`config.mk`:
```
export PLATFORM = sky130hd
export DESIGN_NAME = rom_loader
export DESIGN_NICKNAME = d
export VERILOG_FILES = /design/src/rtl/rom_loader.sv
export SDC_FILE = /design/constraint.sdc
export NUM_CORES = 1
export LEC_CHECK = 0
export BUFFER_PORTS_ARGS = -buffer_cell sky130_fd_sc_hd__buf_2
export CORE_ASPECT_RATIO = 0.75
export CORE_MARGIN = 4
export CORE_UTILIZATION = 25
export DETAILED_ROUTE_END_ITERATION = 10
export PLACE_DENSITY = 0.48
export SYNTH_ARGS = -nofsm -noshare
export SYNTH_HDL_FRONTEND = slang
export SYNTH_SLANG_ARGS = --single-unit
```
`constraint.sdc`:
```
create_clock -name clk_sys -period 5.08 [get_ports clk_sys]
set_input_delay 1.016 -clock clk_sys [delete_from_list [all_inputs] [get_ports clk_sys]]
set_output_delay 1.016 -clock clk_sys [all_outputs]
set_load 0.05 [all_outputs]
```
`src/rtl/rom_loader.sv`:
```
// Splits the HPS ROM-download byte stream into five ROM regions for the Crazy Kong core.
// Holds the core in reset while loading and until a settle delay after a clean, complete load.
module rom_loader #(
  parameter logic [16:0] CPU_END     = 17'h06000,
  parameter logic [16:0] TILE_END    = 17'h08000,
  parameter logic [16:0] SPR_END     = 17'h0A000,
  parameter logic [16:0] PROM_END    = 17'h0A040,
  parameter logic [16:0] TOTAL       = 17'h0C040,
  parameter int unsigned HOLD_CYCLES = 16
) (
  input  logic        clk_sys,
  input  logic        reset_n,
  input  logic        ioctl_download,
  input  logic        ioctl_wr,
  input  logic [24:0] ioctl_addr,
  input  logic [7:0]  ioctl_dout,
  input  logic        ext_reset,
  output logic [16:0] dn_addr,
  output logic [7:0]  dn_data,
  output logic [4:0]  dn_we,
  output logic        core_reset,
  output logic        load_ok,
  output logic        load_err,
  output logic [16:0] byte_count,
  output logic [7:0]  checksum
);

  // state    | meaning
  // S_IDLE   | no image loaded since reset, core held in reset
  // S_LOAD   | download active, bytes checked and routed to regions
  // S_SETTLE | clean load finished, core held while hold counter runs down
  // S_RUN    | core released, only ext_reset can assert core_reset
  // S_ERROR  | last load bad, core held in reset until the next download
  typedef enum logic [2:0] {S_IDLE, S_LOAD, S_SETTLE, S_RUN, S_ERROR} state_t;

  localparam logic [7:0] HOLD_LD = 8'(HOLD_CYCLES);

  state_t      r_state, w_next;
  logic        r_dl_prev, r_fall_pend, r_err;
  logic [7:0]  r_hold;
  logic [16:0] r_dn_addr, r_byte_count;
  logic [7:0]  r_dn_data, r_checksum;
  logic [4:0]  r_dn_we;
  logic        r_core_reset, r_load_ok, r_load_err;

  logic        w_rise, w_fall, w_wr_load, w_range_bad, w_order_bad, w_accept;
  logic [16:0] w_rel, w_base, w_off;
  logic [4:0]  w_we_sel;

  assign w_rise      = ioctl_download & ~r_dl_prev;
  assign w_fall      = ~ioctl_download & r_dl_prev;
  assign w_rel       = ioctl_addr[16:0];
  assign w_wr_load   = (r_state == S_LOAD) && ioctl_wr && !r_fall_pend && !w_rise;
  assign w_range_bad = (ioctl_addr[24:17] != 8'd0) || (w_rel >= TOTAL);
  assign w_order_bad = (w_rel != r_byte_count);
  assign w_accept    = w_wr_load && !w_range_bad && !w_order_bad;
  assign w_off       = w_rel - w_base;

  always_comb begin
    w_we_sel = 5'b00000;
    w_base   = 17'd0;
    if (w_rel < CPU_END) begin
      w_we_sel = 5'b00001;
    end else if (w_rel < TILE_END) begin
      w_we_sel = 5'b00010;
      w_base   = CPU_END;
    end else if (w_rel < SPR_END) begin
      w_we_sel = 5'b00100;
      w_base   = TILE_END;
    end else if (w_rel < PROM_END) begin
      w_we_sel = 5'b01000;
      w_base   = SPR_END;
    end else begin
      w_we_sel = 5'b10000;
      w_base   = PROM_END;
    end
  end

  always_comb begin
    w_next = r_state;
    if (w_rise) begin
      w_next = S_LOAD;
    end else begin
      case (r_state)
        // exit is decided one cycle after the fall so a final same-cycle byte is counted
        S_LOAD:   if (r_fall_pend) w_next = (r_err || r_byte_count != TOTAL) ? S_ERROR : S_SETTLE;
        S_SETTLE: if (r_hold <= 8'd1) w_next = S_RUN;
        default:  w_next = r_state;
      endcase
    end
  end

  always_ff @(posedge clk_sys) begin
    if (!reset_n) r_state <= S_IDLE;
    else          r_state <= w_next;
  end

  always_ff @(posedge clk_sys) begin
    if (!reset_n) begin
      // track the level through reset so a download still high afterwards is not seen as a new start
      r_dl_prev    <= ioctl_download;
      r_fall_pend  <= 1'b0;
      r_err        <= 1'b0;
      r_hold       <= 8'd0;
      r_dn_addr    <= 17'd0;
      r_dn_data    <= 8'd0;
      r_dn_we      <= 5'd0;
      r_byte_count <= 17'd0;
      r_checksum   <= 8'd0;
      r_core_reset <= 1'b1;
      r_load_ok    <= 1'b0;
      r_load_err   <= 1'b0;
    end else begin
      r_dl_prev <= ioctl_download;
      r_dn_we   <= 5'd0;
      if (w_rise) begin
        r_fall_pend  <= 1'b0;
        r_err        <= 1'b0;
        r_hold       <= 8'd0;
        r_byte_count <= 17'd0;
        r_checksum   <= 8'd0;
        r_core_reset <= 1'b1;
        r_load_ok    <= 1'b0;
        r_load_err   <= 1'b0;
      end else begin
        case (r_state)
          S_LOAD: begin
            r_core_reset <= 1'b1;
            if (w_accept) begin
              r_dn_we      <= w_we_sel;
              r_dn_addr    <= w_off;
              r_dn_data    <= ioctl_dout;
              r_byte_count <= r_byte_count + 17'd1;
              r_checksum   <= r_checksum + ioctl_dout;
            end else if (w_wr_load) begin
              r_err <= 1'b1;
            end
            if (w_fall) r_fall_pend <= 1'b1;
            if (r_fall_pend) begin
              r_fall_pend <= 1'b0;
              if (w_next == S_SETTLE) r_hold     <= HOLD_LD;
              else                    r_load_err <= 1'b1;
            end
          end
          S_SETTLE: begin
            if (w_next == S_RUN) begin
              r_hold       <= 8'd0;
              r_load_ok    <= 1'b1;
              r_core_reset <= ext_reset;
            end else begin
              r_hold       <= r_hold - 8'd1;
              r_core_reset <= 1'b1;
            end
          end
          S_RUN:   r_core_reset <= ext_reset;
          default: r_core_reset <= 1'b1;
        endcase
      end
    end
  end

  assign dn_addr    = r_dn_addr;
  assign dn_data    = r_dn_data;
  assign dn_we      = r_dn_we;
  assign core_reset = r_core_reset;
  assign load_ok    = r_load_ok;
  assign load_err   = r_load_err;
  assign byte_count = r_byte_count;
  assign checksum   = r_checksum;

endmodule
```
==> summary.md <==
| Metric | Value |
|---|---|
| Post-Synth XOR/XNOR Area | `6.55%` |
| Main combinational cell family by area after synthesis | `simple AND/OR/NAND/NOR gates` |
| Hold Path End | `load_err` |
| P_sw | `0.000306 W` |
| Final Setup Violations | `0` |
| Pwr/cell area | `278 mW/mm2` |
| Area of the die | `0.0176 mm2` |
| HPWL after DPL | `9670 um` |
| Critical Path Start Type | `primary input` |
| Compound-Gate Fraction of Synth Area | `17.7%` |
| Core region area | `0.0152 mm2` |
| Fin crit period | `3.24 ns` |
| Share of layout cells above drive strength 1 | `21.6%` |
| Worst r2r src | `byte_count[12]` |
| Ys flop type | `dfxtp_1` |
| Sequence of cells on the critical path | `buf_2 > nor4_2 > nand2b_1 > or3_1 > a21oi_1 > o21bai_1 > ha_1 > ha_1 > nand3b_1 > a21oi_1 > xnor2_1 > nand2_1 > a21oi_1` |
| Final period util | `63.8%` |
| Setup Fix Bufs, Post-CTS | `0` |
| Slowest-stage cell, CP | `nor4_2` |
| Worst min path class | `flop to flop` |
| Cell-internal power | `0.00104 W` |
| Logic pwr share | `7.0%` |
| Hold Crit Depth | `2` |
| Sequential element share of the synthesized area | `37.2%` |
| R2R depth | `7` |
| First-pass GRT wire length | `19800 um` |
| Fmax | `0.308 GHz` |
| Post-Synthesis Cells | `475` |
| Filler cells | `1641` |
| Setup CP Type | `primary input to flop` |
| Num rows | `39` |
| Final WS setup | `1.84 ns` |
| Pins Over Slew Limit | `0` |
| Seq pwr share | `42.0%` |
| Mapped Area | `0.00388 mm2` |
| Outcome | `complete, no violations` |
| First-pass detailed-route iteration total | `4` |
| Avg Vias per Cell | `4.78` |
| Initial antenna violation count | `1` |
| Post-cts sizing count | `0` |
| Gr usage total | `14.2%` |
| Number of synthesized flops with an enable pin | `0` |
| Area Overhead vs Synth | `25.4%` |
| # H-tree levels | `3` |
| Worst Path Required | `5.34 ns` |
| Post-Route WL | `12600 um` |
| Final ANT Viol Nets | `0` |
| Largest fanout on the critical path | `5` |
| Pin count of the biggest net entering global routing | `42` |
| TritonCTS clock tree | `built` |
| Hold Startpoint | `load_err` |
| Worst-Skew Late Latency | `0.34 ns` |
| Post-synth cell types | `54` |
| Crit-path max cell delay | `0.50 ns` |
| Die H | `116 um` |
| Reg-to-reg slack, setup | `2.34 ns` |
| Mux share of post-synthesis cell area | `0.774%` |
| Number of buffers created by CTS | `9` |
| Number of nets in the layout | `618` |
| Clock skew | `0.0111 ns` |
| Setup TNS | `0 ns` |
| Initial Util | `25.5%` |
| P_leak | `2.02 nW` |
| Mapped Nets | `529` |
| Final hold vios | `0` |
| Dpl ws | `1.52 ns` |
| Slew @ Worst Pin | `0.673 ns` |
| RSZ-0062 raised after global routing | `false` |
| Maximum vdd drop | `0.134 mV` |
| Placer congestion estimate | `0.841` |
| CP arrival | `3.51 ns` |
| CP dominant cell by count | `a21oi_1` |
| CTS sink count | `72` |
| Worst-path clk slew | `0.06 ns` |
| Relative slew margins | `54.9%` |
| Worst Path Buf+Inv | `1` |
| Hold-fix buffers, CTS | `0` |
| Initial DRC count | `183` |
| I/O pins | `96` |
| Aggregate global routing overflow | `0` |
| Root buf cell | `clkbuf_16` |
| Bufs on Longest Clock Path | `2` |
| Family with the most delay on the worst path | `simple AND/OR/NAND/NOR gates` |
| CP Capture Type | `flop` |
| Sw Ratio | `22.7%` |
| Synth warn | `0` |
| Post-synthesis average cell area | `8.16 um2` |
| RR Endpoint | `checksum[7]` |
| Clock share of power | `51.0%` |
| Ys async rst share | `0%` |
| Drt drc | `0` |
| Width of the die | `152 um` |
| WL per Instance | `16.3 um` |
| Post-synthesis adder-cell area fraction | `5.36%` |
| Vias in the first global route | `3626` |
| Via count | `3704` |
| #FFs+latches synth | `72` |
| Port bufs | `95` |
| Simple-gate share of the synthesized area | `27.8%` |
| Maximum capacitance violations | `0` |
## per-stage QoR
stage / instance area (um2) / power, W / hold slack [ns] / utilization, % / std cells
6_report: 4860 / 0.00135 / 0.449 / 31.9 / 775
3_5_place_dp: 4540 / 0.000674 / 0.442 / 29.8 / 758
2_1_floorplan: 3880 / 0.000632 / 0.428 / - / 475
4_1_cts: 4860 / 0.00137 / 0.452 / 31.9 / 774
5_1_grt: 4860 / 0.00140 / 0.479 / 31.9 / 774
3_3_place_gp: 4540 / 0.000673 / 0.440 / 29.8 / 758
## power groups by stage
stage | Combinational, W | Clock, W | Sequential (W)
floorplan | 0.0000520 | 0 | 0.000580
CTS | 0.0000938 | 0.000706 | 0.000568
global placement | 0.0000928 | 0 | 0.000580
global route | 0.000104 | 0.000730 | 0.000568
detailed placement | 0.0000934 | 0 | 0.000580
finish | 0.0000944 | 0.000689 | 0.000568
## worst max path at each step
stage / from / endpoint / slack, ns / cells past startpoint
2_1_floorplan: ioctl_addr[8] / dn_addr[14] / 1.96 / 13
3_3_place_gp: ioctl_addr[11] / dn_addr[14] / 1.61 / 13
3_5_place_dp: ioctl_addr[11] / dn_addr[14] / 1.52 / 13
4_1_cts: ioctl_addr[11] / dn_addr[14] / 1.87 / 13
5_1_grt: ioctl_addr[11] / dn_addr[14] / 1.62 / 13
6_report: ioctl_addr[11] / dn_addr[14] / 1.84 / 13
## cell usage after synthesis, types with 2 or more instances
| cell | count | area [um2] |
|---|---|---|
| nand2_1 | 83 | 312 |
| dfxtp_1 | 72 | 1440 |
| a21oi_1 | 40 | 200 |
| nor2_1 | 28 | 105 |
| inv_1 | 20 | 75.1 |
| xnor2_1 | 17 | 149 |
| ha_1 | 15 | 188 |
| o21ai_0 | 15 | 75.1 |
| a21boi_0 | 14 | 105 |
| nand3_1 | 14 | 70.1 |
| or3_1 | 13 | 81.3 |
| xor2_1 | 12 | 105 |
| clkbuf_1 | 11 | 41.3 |
| nor3_1 | 9 | 45.0 |
| nor4_1 | 8 | 50.1 |
| buf_2 | 7 | 35.0 |
| nand4_1 | 7 | 43.8 |
| and2_1 | 6 | 37.5 |
| o211a_1 | 6 | 60.1 |
| a31oi_1 | 5 | 31.3 |
| and3_1 | 5 | 31.3 |
| or4_1 | 5 | 37.5 |
| nor3b_1 | 4 | 30.0 |
| o31ai_1 | 4 | 30.0 |
| a211oi_1 | 3 | 22.5 |
| and4_1 | 3 | 26.3 |
| mux2i_1 | 3 | 30.0 |
| nand2b_1 | 3 | 18.8 |
| nand3b_1 | 3 | 22.5 |
| nor2b_1 | 3 | 18.8 |
| nor4b_1 | 3 | 26.3 |
| o211ai_1 | 3 | 22.5 |
| o21bai_1 | 3 | 22.5 |
| o41ai_1 | 3 | 26.3 |
| a21o_1 | 2 | 15.0 |
| a22o_1 | 2 | 17.5 |
| buf_6 | 2 | 22.5 |
| nor4_2 | 2 | 25.0 |
| o21a_1 | 2 | 15.0 |
## final cells by class
| cell class | count | area [um2] | share of cell area (%) |
|---|---|---|---|
| multi-input cells | 362 | 2260 | 46.4 |
| flip-flops and latches | 72 | 1440 | 29.6 |
| repair buffers | 99 | 505 | 10.4 |
| well taps | 205 | 256 | 5.28 |
| clock buffers | 11 | 243 | 4.99 |
| clock inverters | 5 | 80.1 | 1.65 |
| inverters | 20 | 75.1 | 1.54 |
| diodes | 1 | 2.50 | 0.0515 |
## worst reg2reg max path, stage by stage (launching register included)
cell and delay [ns]:
dfxtp_1 0.53, xor2_1 0.15, or3_4 0.43, nor4_4 0.34, nand3_2 0.37, buf_4 0.36
or3_1 0.36, a21oi_1 0.14
## cells in the final DEF (no fill, tap or decap), types with 13 or more instances in the layout
cell type	n
inv_1	20
o21ai_0	15
a21boi_0	14
ha_1	15
a21oi_1	40
xnor2_1	17
dfxtp_1	72
or3_1	13
nand3_1	14
buf_2	95
nor2_1	28
nand2_1	83
## kinds of logic after synthesis
| kind of cell | count (synthesis) |
|---|---|
| buffers and inverters | 41 |
| flip-flops | 72 |
| multiplexers | 3 |
| AO/OA/AOI/OAI | 107 |
| adder cells (fa/ha/maj) | 16 |
| XOR/XNOR | 29 |
| AND/OR/NAND/NOR | 207 |
## routing by layer
metal / vias up / part of all wire (%) / global-route usage (%)
met2: 105 / 41 / 20.4
met4: 2 / 1.5 / 4.61
met1: 1708 / 51 / 20.2
met3: 18 / 6.3 / 4.59
li1: 1871 / - / -
met5: - / 0.16 / 0
## sequential cells by signal (all words and copies together) (netlist names)
register     flops
checksum         8
dn_addr         17
r_state          3
r_fall_pend      1
dn_data          8
core_reset       1
load_ok          1
load_err         1
dn_we            5
r_err            1
r_dl_prev        1
r_hold           8
byte_count      17
(Power assumes the default switching activity.)
